==> src/rtl/neuron_sequencer.sv <==
// +----------------------------------------------------------------------------+
// | neuron_sequencer: clear/bias/MAC/done control sequencer for one neuron.    |
// | Rev 1.0                                                                    |
// +----------------------------------------------------------------------------+
`default_nettype none

module neuron_sequencer #(
  parameter int N_INPUTS   = 8,
  parameter int ADDR_WIDTH = $clog2(N_INPUTS + 1)
) (
  input  logic                  clk_i,
  input  logic                  reset_i,
  input  logic                  start_i,
  output logic                  ready_o,
  input  logic                  data_valid_i,
  output logic                  data_ready_o,
  output logic [ADDR_WIDTH-1:0] mem_addr_o,
  output logic                  lu_clear_o,
  output logic                  lu_add_bias_o,
  output logic                  lu_sum_en_o,
  output logic                  valid_o,
  input  logic                  ready_i
);

  typedef enum logic [2:0] {
    S_IDLE  = 3'd0,
    S_CLEAR = 3'd1,
    S_BIAS  = 3'd2,
    S_MAC   = 3'd3,
    S_DONE  = 3'd4
  } state_t;

  localparam logic [ADDR_WIDTH-1:0] C_LAST = ADDR_WIDTH'(N_INPUTS - 1);
  localparam logic [ADDR_WIDTH-1:0] C_ONE  = ADDR_WIDTH'(1);
  localparam logic [ADDR_WIDTH-1:0] C_TWO  = ADDR_WIDTH'(2);

  state_t                  state_q, state_d;
  logic [ADDR_WIDTH-1:0]   cnt_q, cnt_d;
  logic [ADDR_WIDTH-1:0]   addr_q, addr_d;
  logic                    ready_q, ready_d;
  logic                    clear_q, clear_d;
  logic                    bias_q, bias_d;
  logic                    mac_q, mac_d;
  logic                    valid_q, valid_d;

  // Output flags are computed for the next state so they come straight from flops.
  always_comb begin
    state_d = state_q;
    cnt_d   = cnt_q;
    addr_d  = '0;
    ready_d = 1'b0;
    clear_d = 1'b0;
    bias_d  = 1'b0;
    mac_d   = 1'b0;
    valid_d = 1'b0;
    case (state_q)
      S_IDLE: begin
        if (start_i) begin
          state_d = S_CLEAR;
          clear_d = 1'b1;
        end else begin
          ready_d = 1'b1;
        end
      end
      S_CLEAR: begin
        cnt_d   = '0;
        state_d = S_BIAS;
        bias_d  = 1'b1;
      end
      S_BIAS: begin
        state_d = S_MAC;
        mac_d   = 1'b1;
        addr_d  = cnt_q + C_ONE;
      end
      S_MAC: begin
        if (data_valid_i) begin
          if (cnt_q == C_LAST) begin
            state_d = S_DONE;
            valid_d = 1'b1;
          end else begin
            cnt_d  = cnt_q + C_ONE;
            mac_d  = 1'b1;
            addr_d = cnt_q + C_TWO;
          end
        end else begin
          mac_d  = 1'b1;
          addr_d = addr_q;
        end
      end
      S_DONE: begin
        if (ready_i) begin
          state_d = S_IDLE;
          ready_d = 1'b1;
        end else begin
          valid_d = 1'b1;
        end
      end
      default: begin
        state_d = S_IDLE;
        ready_d = 1'b1;
      end
    endcase
  end

  always_ff @(posedge clk_i) begin
    if (reset_i) begin
      state_q <= S_IDLE;
      cnt_q   <= '0;
      addr_q  <= '0;
      ready_q <= 1'b1;
      clear_q <= 1'b0;
      bias_q  <= 1'b0;
      mac_q   <= 1'b0;
      valid_q <= 1'b0;
    end else begin
      state_q <= state_d;
      cnt_q   <= cnt_d;
      addr_q  <= addr_d;
      ready_q <= ready_d;
      clear_q <= clear_d;
      bias_q  <= bias_d;
      mac_q   <= mac_d;
      valid_q <= valid_d;
    end
  end

  assign ready_o       = ready_q;
  assign data_ready_o  = mac_q;
  assign mem_addr_o    = addr_q;
  assign lu_add_bias_o = bias_q;
  assign valid_o       = valid_q;
  // Reset forces a clear and suppresses accumulation so the two never overlap.
  assign lu_clear_o    = clear_q | reset_i;
  assign lu_sum_en_o   = (bias_q | (mac_q & data_valid_i)) & ~reset_i;

endmodule

`default_nettype wire

==> config.mk <==
export PLATFORM = sky130hd
export DESIGN_NAME = neuron_sequencer
export DESIGN_NICKNAME = d
export VERILOG_FILES = /design/src/rtl/neuron_sequencer.sv
export SDC_FILE = /design/constraint.sdc
export NUM_CORES = 1
export LEC_CHECK = 0
export BUFFER_PORTS_ARGS = -buffer_cell sky130_fd_sc_hd__buf_2
export CAP_MARGIN = 25
export CORE_MARGIN = 3
export CORE_UTILIZATION = 56
export DETAILED_ROUTE_END_ITERATION = 7
export GPL_ROUTABILITY_DRIVEN = 0
export PLACE_DENSITY = 0.8
export SETUP_SLACK_MARGIN = 0.2
export SYNTH_ARGS = -nofsm -noshare
export SYNTH_HDL_FRONTEND = slang
export SYNTH_SLANG_ARGS = --single-unit
==> constraint.sdc <==
create_clock -name clk_i -period 2.8 [get_ports clk_i]
set_input_delay 0.56 -clock clk_i [delete_from_list [all_inputs] [get_ports clk_i]]
set_output_delay 0.56 -clock clk_i [all_outputs]
set_load 0.005 [all_outputs]
==> flow_metrics.env <==
export IMPL_setup_violations=0
export IMPL_fillerInstances=122
export IMPL_place_inst=114
export IMPL_p_comb_share_pct=12.0
export IMPL_max_freq_mhz=585.5
export IMPL_cp_cell_sequence="ha_1, nand3b_1, a311oi_1, mux2_2"
export IMPL_cts_root_buf="clkbuf_4"
export IMPL_p_leak_nw=0.3766
export IMPL_hold_viol=0
export IMPL_skew_ns=0.0002852
export IMPL_diodes=0
export IMPL_ant_nets=0
export IMPL_io_pin_count=15
export IMPL_post_dp_cell_area_sq_um=867.1
export IMPL_maxCapViolCount=0
export IMPL_ctsResizeCount=0
export IMPL_start_util_pct=60.79
export IMPL_switching_share_pct=26.14
export IMPL_track_usage_pct=19.98
export IMPL_grt_pass1_vias=646
export IMPL_cts_tree="built"
export IMPL_cp_end_kind="register"
export IMPL_clock_path_buffers=2
export IMPL_ys_flop_type="dfxtp_1"
export IMPL_period_needed_ns=1.708
export IMPL_antenna_found_initial=0
export IMPL_ys_warn_count=0
export IMPL_synth_seq_cells=16
export IMPL_tightestPinTransition_ns=0.4696
export IMPL_multi_input_area_sq_um=446.7
export IMPL_drive_gt1_share_pct=19.61
export IMPL_vias=720
export IMPL_period_share_pct=61.00
export IMPL_cp_slowest_cell="a311oi_1"
export IMPL_die_width_um=44.05
export IMPL_finalInstanceArea_sq_um=889.6
export IMPL_wirelength_um=1645
export IMPL_syn_inst=91
export IMPL_relSlewSlack_pct=68.65
export IMPL_hold_class="input pin to register"
export IMPL_numCtsBuffers=3
export IMPL_final_max_slew_viol_count=0
export IMPL_viasPerCell=6.154
export IMPL_area_growth_pct=9.722
export IMPL_synth_edf_count=0
export IMPL_rsz0062_at_grt="false"
export IMPL_grt_max_degree=17
export IMPL_critPathKind="register to register"
export IMPL_clk_latency_ns=0.29
export IMPL_path_clk_slew_ns=0.08
export IMPL_layout_common_cells="16 x dfxtp_1, 14 x buf_2, 8 x nor2_1, 5 x nor4_1"
export IMPL_critical_path_top_delay_family="compound AO/OA/AOI/OAI gates"
export IMPL_firstDrtPassIters=4
export IMPL_fin_cells=117
export IMPL_netlist_area_sq_um=810.8
export IMPL_max_stage_delay_ns=0.47
export IMPL_dp_hpwl_um=1212
export IMPL_p_seq_share_pct=59.5
export IMPL_postCtsHoldBufs=0
export IMPL_die_area_sq_um=1940
export IMPL_arrival_ns=1.95
export IMPL_setup_worst_path_start_class="register"
export IMPL_crit_path_max_fanout=7
export IMPL_core_sq_um=1334
export IMPL_yosysUniqueCellTypes=38
export IMPL_rows=13
export IMPL_synthArstFlopShare_pct=0
export IMPL_grt_overflow_total=0
export IMPL_power_internal_mw=0.3094
export IMPL_port_buffers=14
export IMPL_grt_first_pass_wirelength_um=2870
export IMPL_seq_area_frac_synth_pct=39.51
export IMPL_drc=0
export IMPL_drt_iter0_markers=21
export IMPL_worst_path_buf_inv=0
export IMPL_syn_area_per_cell_sq_um=8.910
export IMPL_post_cts_buffers=0
export IMPL_die_y_um=44.05
export IMPL_nets=111
export IMPL_ir_drop_v=0.0002958
export IMPL_outcome="completed"
export IMPL_clockPowerShare_pct=28.4
export IMPL_tns_ns=0
export IMPL_power_switching_mw=0.1095
export IMPL_cts_sinks=16
export IMPL_avgRoutedWirePerCell_um=14.06
export IMPL_cts_htree_levels=1
export IMPL_layout_commonest_cell="dfxtp_1"
export IMPL_p_per_area_nw_per_um2=470.8
export IMPL_synth_nets=98
export IMPL_ff_latch_area_sq_um=320.3
export IMPL_cp_required_ns=3.04
layer usage:
| metal | vias up | GRT usage (%) | share of wire [%] |
|---|---|---|---|
| li1 | 364 | - | - |
| met1 | 329 | 26.33 | 47 |
| met2 | 24 | 30.81 | 47 |
| met3 | 3 | 3.659 | 4.7 |
| met4 | 0 | 10.84 | 1.8 |
| met5 | - | 0 | 0 |
layout make-up:
| class | count | share of cell area (%) |
|---|---|---|
| clock buffer | 3 | 2.532 |
| tap | 15 | 2.110 |
| sequential | 16 | 36.01 |
| inverter | 3 | 1.266 |
| timing repair buffer | 14 | 7.876 |
| multi-input combinational | 66 | 50.21 |
cell families (layout without fill, tap and decap cells):
| kind of cell | after synthesis | in the layout | synth area share (%) |
|---|---|---|---|
| flops | 16 | 16 | 39.51 |
| fa+ha+maj | 2 | 2 | 3.086 |
| buf+inv | 9 | 20 | 5.401 |
| simple gates | 39 | 39 | 28.24 |
| mux | 1 | 1 | 1.389 |
| xor+xnor | 1 | 1 | 1.080 |
| compound gates | 23 | 23 | 21.30 |
tightest hold or removal path, stage by stage:
cell     delay, ns
buf_2         0.11
nand2_1       0.05
nor3_1        0.03
cell usage after synthesis, drive strengths merged, types with 2 or more instances:
master | n | share of area (%)
a211oi | 2 | 2.5
a21oi | 2 | 1.2
o21ai | 4 | 2.5
nand2 | 4 | 1.9
dfxtp | 16 | 40
nor4 | 5 | 3.9
clkbuf | 3 | 1.4
ha | 2 | 3.1
a311oi | 2 | 2.2
buf | 3 | 2.6
nor3 | 4 | 2.5
nor2 | 8 | 3.7
a21boi | 3 | 2.8
nor2b | 2 | 1.5
and3b | 4 | 4.3
a31oi | 3 | 2.3
nor3b | 2 | 1.9
nand2b | 3 | 2.3
inv | 3 | 1.4
nand3b | 3 | 2.8
through the flow:
step                hold WS, ns  total power [mW]  util, %  setup WS (ns)
floorplan                0.4901            0.2886        -          1.233
global placement         0.4877            0.3050    65.01          1.156
detailed placement       0.4910            0.3048    65.01          1.127
CTS                      0.4989            0.4220    66.70          1.105
global route             0.5214            0.4419    66.70         0.9284
finish                   0.5035            0.4189    66.70          1.092
power by group through the flow:
stage	clock [mW]	sequential, mW	combinational (mW)
CTS	0.122	0.249	0.0505
floorplan	0	0.247	0.0413
finish	0.119	0.249	0.0504
global placement	0	0.255	0.0502
detailed placement	0	0.254	0.0504
global route	0.133	0.251	0.0577
state kept, by name, summed over array words and instances (netlist names):
signal,cells
valid_o,1
clear_q,1
state_q,3
mem_addr_o,4
cnt_q,4
lu_add_bias_o,1
data_ready_o,1
ready_o,1
final timing paths:
kind	from	endpoint	slack, ns	depth (start not counted)
setup reg to reg	cnt_q[0]$_SDFFE_PP0P_	cnt_q[0]$_SDFFE_PP0P_	1.09	4
hold / removal	start_i	clear_q$_SDFF_PP0_	0.50	3
setup / recovery	cnt_q[0]$_SDFFE_PP0P_	cnt_q[0]$_SDFFE_PP0P_	1.09	4
hold reg to reg	mem_addr_o[2]$_SDFFE_PP0P_	mem_addr_o[2]$_SDFFE_PP0P_	0.51	2
Note: power is estimated with default switching activity, not from simulation.
